===== src/rtl/hazard_forward.sv =====
// Forwarding-select and load-use stall unit for a 5-stage pipeline (ID -> EX -> MEM).
// Optional feature: define HAZARD_STATS_EN to add the saturating stall_count output.
module hazard_forward (
  input  logic       clk,
  input  logic       rst_n,
  input  logic       id_valid,
  input  logic [4:0] id_rs,
  input  logic [4:0] id_rt,
  input  logic [4:0] id_dst,
  input  logic       id_reg_write,
  input  logic       id_mem_read,
  input  logic       id_use_imm,
  input  logic       flush,
  output logic [1:0] fwd_a_sel,
  output logic [1:0] fwd_b_sel,
  output logic       stall
`ifdef HAZARD_STATS_EN
  ,output logic [15:0] stall_count
`endif
);

  localparam logic [1:0] SEL_RF  = 2'b00;
  localparam logic [1:0] SEL_EX  = 2'b01;
  localparam logic [1:0] SEL_MEM = 2'b10;
  localparam logic [1:0] SEL_IMM = 2'b11;

  // Register 0 is hardwired, so it is never a forwarding source.
  function automatic logic produces(input logic vld, input logic wr,
                                    input logic [4:0] dst, input logic [4:0] r);
    return vld && wr && (r != 5'd0) && (dst == r);
  endfunction

  function automatic logic [1:0] pick_src(input logic ex_hit, input logic mem_hit);
    if (ex_hit)       return SEL_EX;
    else if (mem_hit) return SEL_MEM;
    else              return SEL_RF;
  endfunction

  // EX slot (_p1) and MEM slot (_p2). The MEM slot never feeds the stall check,
  // so its load flag is not kept.
  logic       ex_vld_p1;
  logic [4:0] ex_dst_p1;
  logic       ex_wr_p1;
  logic       ex_ld_p1;
  logic       mem_vld_p2;
  logic [4:0] mem_dst_p2;
  logic       mem_wr_p2;

  logic       load_hit_p0;
  logic       vld_p0;
  logic [1:0] a_sel_p0;
  logic [1:0] b_sel_p0;

  // ---- p0: ID-stage hazard detection and selector computation ----
  always_comb begin
    load_hit_p0 = ex_vld_p1 && ex_ld_p1 && (ex_dst_p1 != 5'd0) &&
                  ((ex_dst_p1 == id_rs) || (!id_use_imm && (ex_dst_p1 == id_rt)));
    stall       = id_valid && !flush && load_hit_p0;
    vld_p0      = id_valid && !flush && !load_hit_p0;
    a_sel_p0    = SEL_RF;
    b_sel_p0    = SEL_RF;
    if (vld_p0) begin
      a_sel_p0 = pick_src(produces(ex_vld_p1, ex_wr_p1, ex_dst_p1, id_rs),
                          produces(mem_vld_p2, mem_wr_p2, mem_dst_p2, id_rs));
      if (id_use_imm)
        b_sel_p0 = SEL_IMM;
      else
        b_sel_p0 = pick_src(produces(ex_vld_p1, ex_wr_p1, ex_dst_p1, id_rt),
                            produces(mem_vld_p2, mem_wr_p2, mem_dst_p2, id_rt));
    end
  end

  // ---- p1/p2: slot advance and registered selectors ----
  always_ff @(posedge clk or negedge rst_n) begin
    if (!rst_n) begin
      ex_vld_p1  <= 1'b0;
      ex_dst_p1  <= 5'd0;
      ex_wr_p1   <= 1'b0;
      ex_ld_p1   <= 1'b0;
      mem_vld_p2 <= 1'b0;
      mem_dst_p2 <= 5'd0;
      mem_wr_p2  <= 1'b0;
      fwd_a_sel  <= SEL_RF;
      fwd_b_sel  <= SEL_RF;
    end else begin
      mem_vld_p2 <= ex_vld_p1;
      mem_dst_p2 <= ex_dst_p1;
      mem_wr_p2  <= ex_wr_p1;
      ex_vld_p1  <= vld_p0;
      ex_dst_p1  <= vld_p0 ? id_dst : 5'd0;
      ex_wr_p1   <= vld_p0 && id_reg_write;
      ex_ld_p1   <= vld_p0 && id_mem_read;
      fwd_a_sel  <= a_sel_p0;
      fwd_b_sel  <= b_sel_p0;
    end
  end

`ifdef HAZARD_STATS_EN
  function automatic logic [15:0] sat_inc(input logic [15:0] v);
    return (v == 16'hFFFF) ? v : v + 16'd1;
  endfunction

  always_ff @(posedge clk or negedge rst_n) begin
    if (!rst_n)
      stall_count <= 16'd0;
    else if (stall)
      stall_count <= sat_inc(stall_count);
  end
`endif

endmodule


===== config.mk =====
export PLATFORM = sky130hd
export DESIGN_NAME = hazard_forward
export DESIGN_NICKNAME = d
export VERILOG_FILES = /design/src/rtl/hazard_forward.sv
export SDC_FILE = /design/constraint.sdc
export NUM_CORES = 1
export LEC_CHECK = 0
export ABC_AREA = 1
export CORE_MARGIN = 2
export CORE_UTILIZATION = 35
export DETAILED_ROUTE_END_ITERATION = 7
export SKIP_LAST_GASP = 1
export SYNTH_ARGS = -nofsm -noshare
export SYNTH_HDL_FRONTEND = slang
export SYNTH_SLANG_ARGS = --single-unit

===== constraint.sdc =====
create_clock -name clk -period 2.3 [get_ports clk]
set_clock_uncertainty 0.05 [all_clocks]
set_input_delay 0.345 -clock clk [delete_from_list [all_inputs] [get_ports clk]]
set_output_delay 0.345 -clock clk [all_outputs]
set_load 0.02 [all_outputs]

==> impl_metrics.tcl, run 1 <==
set metrics [dict create \
    outcome "completed" \
    syn_nets 167 \
    global_route.overflow_total 0 \
    min-delay-path-class "in2async" \
    drt-initial-drc-count 20 \
    initial_core_util_pct 37.11 \
    clk_pin_slew_worst_paths_ns 0.10 \
    synth_sequential_area_ratio_pct 46.06 \
    route.detailed.vias_per_inst 4.530 \
    netlist_area_um2 1032 \
    grt_first_pass_wirelength_um 3774 \
    synth.distinct_cells 18 \
    yosys.area.top_type_share_pct 46.06 \
    synth_area_in_adders_pct 0 \
    floorplan.rows 19 \
    rsz_0062_raised_after_global_routing "no" \
    synthCells 145 \
    wire_per_inst_um 10.21 \
    setup_slack_ns 0.1832 \
    grt_pass1_vias 970 \
    cells_along_the_critical_path "clkdlybuf4s50_1 > inv_1 > nand2_1 > nand2_1 > nor2_1 > nand4_1 > nand2_1 > nand2_2 > nor2_1 > clkbuf_2" \
    synth-main-ff-cell "sky130_fd_sc_hd__dfrtp_1" \
    maximum_level_of_the_cts_h_tree 1 \
    number_of_enable_type_register_cells_in_the_synthesized_netlist 0 \
    clock-root-buffer "sky130_fd_sc_hd__clkbuf_4" \
    synthSimpleGateAreaFrac_pct 33.09 \
    critical_path_buf_inv_count 3 \
    static-leakage-power_nw 0.7864 \
    design.die.area_um2 3399 \
    crit_fanout 4 \
    grt_start_max_net_pins 20 \
    final_nets 211 \
    core_area_um2 2781 \
    fmax_mhz 472.4 \
    hpwl_detailed_um 1868 \
    yosys_warnings 0 \
    ys_top_cells_by_area "sky130_fd_sc_hd__dfrtp_1, sky130_fd_sc_hd__nand2_1, sky130_fd_sc_hd__inv_1" \
    synth_compound_area_share_pct 2.909 \
    synth-async-reset-ratio_pct 100.0 \
    vdd_ir_drop_max_mv 0.2948 \
    cts-hold-fix-buffers 0 \
    regToRegSetupSlack_ns 0.78 \
    worstPathRequired_ns 1.90 \
    drt_pass1_iterations 4 \
    antenna_found_initial 0 \
    drt.antenna.violating_nets 0 \
    drc 0 \
    crit_path_start_kind "input pin" \
    global_route.usage.total_pct 14.78 \
    finalSetupViolations 0 \
    synth_top_family_by_area "simple AND/OR/NAND/NOR gates" \
    clock_path_buffers 2 \
    library_cell_appearing_most_often_on_the_critical_path "sky130_fd_sc_hd__nand2_1" \
    clock_tree_from_tritoncts "done" \
    clkSinkCount 19 \
    netlist.top_cell.by_area "sky130_fd_sc_hd__dfrtp_1" \
    synth_xor_xnor_area_share_pct 5.939 \
    synth-seq-cells 19 \
    max_stage_delay_on_crit_path_ns 0.54 \
    cts_made_buffers 3 \
    detailroute.via_count 992 \
    timing_worst_setup_path_type "in2out" \
    synth_common_cells "sky130_fd_sc_hd__nand2_1, sky130_fd_sc_hd__inv_1, sky130_fd_sc_hd__nor2_1" \
    place_worst_setup_slack_ns -0.2564 \
    timing.critical_path.to_type "primary output" \
    portBuffers 26 \
    synth.avg_cell_area_um2 7.119 \
    cpLargestDelayFamily "buffers and inverters" \
    worst_slew_pin_slew_ns 0.2481 \
    cp.arrival_ns 1.72 \
    final_core_util_pct 52.05 \
    power.density_cell_area_nw_per_um2 447.8 \
    maxCapViolations 0 \
    layout-drive-gt1-share_pct 12.77 \
    finalHoldViolCount 0 \
    slew_headroom_pct 83.40 \
    slew_violations 0 \
    post_cts_setup_buffer_count 0 \
    crit_path_slowest_cell "sky130_fd_sc_hd__clkdlybuf4s50_1" \
    skew_pair_late_insertion_delay_ns 0.29 \
    yosys.cell_count.top_type "sky130_fd_sc_hd__nand2_1" \
    muxShareOfSynthArea_pct 0 \
    syn_to_final_growth_pct 40.24 \
    final_min_period_over_clock_period_pct 92.04 \
    dieHeight_um 58.31 \
    final.min_clock_period_ns 2.117 \
    insertedDiodeCount 0 \
    wirelength_um 2236 \
    die_width_um 58.31 \
    globalplace.congestion 0.8337 \
    io-pin-count 27 \
]
-- per-stage QoR --
step | instances | area (um^2) | hold slack (ns) | power, mW | TNS (ns)
finish | 219 | 1448 | 0.3246 | 0.6482 | 0
global route | 219 | 1448 | 0.3340 | 0.6977 | 0
CTS | 219 | 1451 | 0.3237 | 0.6614 | 0
detailed placement | 215 | 1425 | 0.3185 | 0.4967 | -0.2564
global placement | 215 | 1425 | 0.3103 | 0.4935 | -0.2190
floorplan | 145 | 1032 | -0.0005911 | 0.4148 | 0
-- placed cells by master (no fill, tap or decap) --
cell                              instances
sky130_fd_sc_hd__a21oi_1                  2
sky130_fd_sc_hd__buf_4                   14
sky130_fd_sc_hd__clkbuf_2                 1
sky130_fd_sc_hd__clkbuf_4                 3
sky130_fd_sc_hd__clkdlybuf4s50_1         25
sky130_fd_sc_hd__clkinv_2                 1
sky130_fd_sc_hd__dfrtp_1                 19
sky130_fd_sc_hd__inv_1                   29
sky130_fd_sc_hd__inv_2                    1
sky130_fd_sc_hd__nand2_1                 39
sky130_fd_sc_hd__nand2_2                  2
sky130_fd_sc_hd__nand3_1                  6
sky130_fd_sc_hd__nand3b_1                 1
sky130_fd_sc_hd__nand4_1                  3
sky130_fd_sc_hd__nor2_1                  26
sky130_fd_sc_hd__nor2_2                   1
sky130_fd_sc_hd__nor3_1                   2
sky130_fd_sc_hd__o21ai_0                  4
sky130_fd_sc_hd__or2_1                    1
sky130_fd_sc_hd__or2_2                    1
sky130_fd_sc_hd__xnor2_1                  3
sky130_fd_sc_hd__xor2_1                   4
-- registers in the layout, summed over array words and instances (netlist names) --
name	count
ex_dst_p1	5
ex_ld_p1	1
ex_vld_p1	1
ex_wr_p1	1
fwd_a_sel	2
fwd_b_sel	2
mem_dst_p2	5
mem_vld_p2	1
mem_wr_p2	1
-- cell type report --
class	instances	area, um^2
clock inverter	1	5.005
tap	31	38.79
multi-input combinational	95	432.9
inverter	30	112.6
timing repair buffer	40	360.3
sequential	19	475.5
fill	293	1334
clock buffer	3	22.52
-- report_power, final --
group / total, mW / leakage [nW] / internal [mW] / switching, mW
combinational: 0.133 / 0.513 / 0.0736 / 0.0599
sequential: 0.356 / 0.256 / 0.346 / 0.0103
clock: 0.159 / 0.0177 / 0.0646 / 0.0943
-- path summary, 6_finish.rpt --
| check | startpoint | endpoint | depth (start not counted) |
|---|---|---|---|
| worst max-delay path | id_rt[3] | stall | 10 |
| worst min-delay path | rst_n | mem_wr_p2 | 2 |
| worst max register to register | ex_dst_p1[1] | ex_dst_p1[1] | 10 |
| worst min register to register | ex_wr_p1 | mem_wr_p2 | 0 |
| max in group asynchronous | rst_n | mem_dst_p2[2] | 2 |
| min in group clk | ex_wr_p1 | mem_wr_p2 | 0 |
-- per-layer routing --
layer | track usage [%] | share of wire, % | routed length, um | vias up
met5 | 0 | 0 | 0 | -
met2 | 25.52 | 50 | 1118 | 21
li1 | - | - | - | 515
met1 | 17.61 | 45 | 1003 | 452
met3 | 2.637 | 3.6 | 81 | 4
met4 | 7.309 | 1.4 | 32 | 0
-- repair_timing --
item | CTS | global route
endpoints found under the setup margin | 1 | 1
hold endpoints to repair | 0 | 0
resized for setup | 1 | 2
gates cloned | 0 | 0
-- kinds of logic (layout without fill, tap and decap cells) --
| kind of cell | Yosys count | in the layout |
|---|---|---|
| and+or+nand+nor | 82 | 82 |
| buffers and inverters | 31 | 74 |
| DFF | 19 | 19 |
| xor gates and xnor gates | 7 | 7 |
| AOI/OAI and AO/OA | 6 | 6 |
No activity file was read; power rests on OpenSTA's default activity.
==> run 2, diff against run 1 <==
- SLEW_MARGIN: not set -> 20
==> results of run 2 <==
The final DEF is identical to that of run 1; final timing and power are the same.
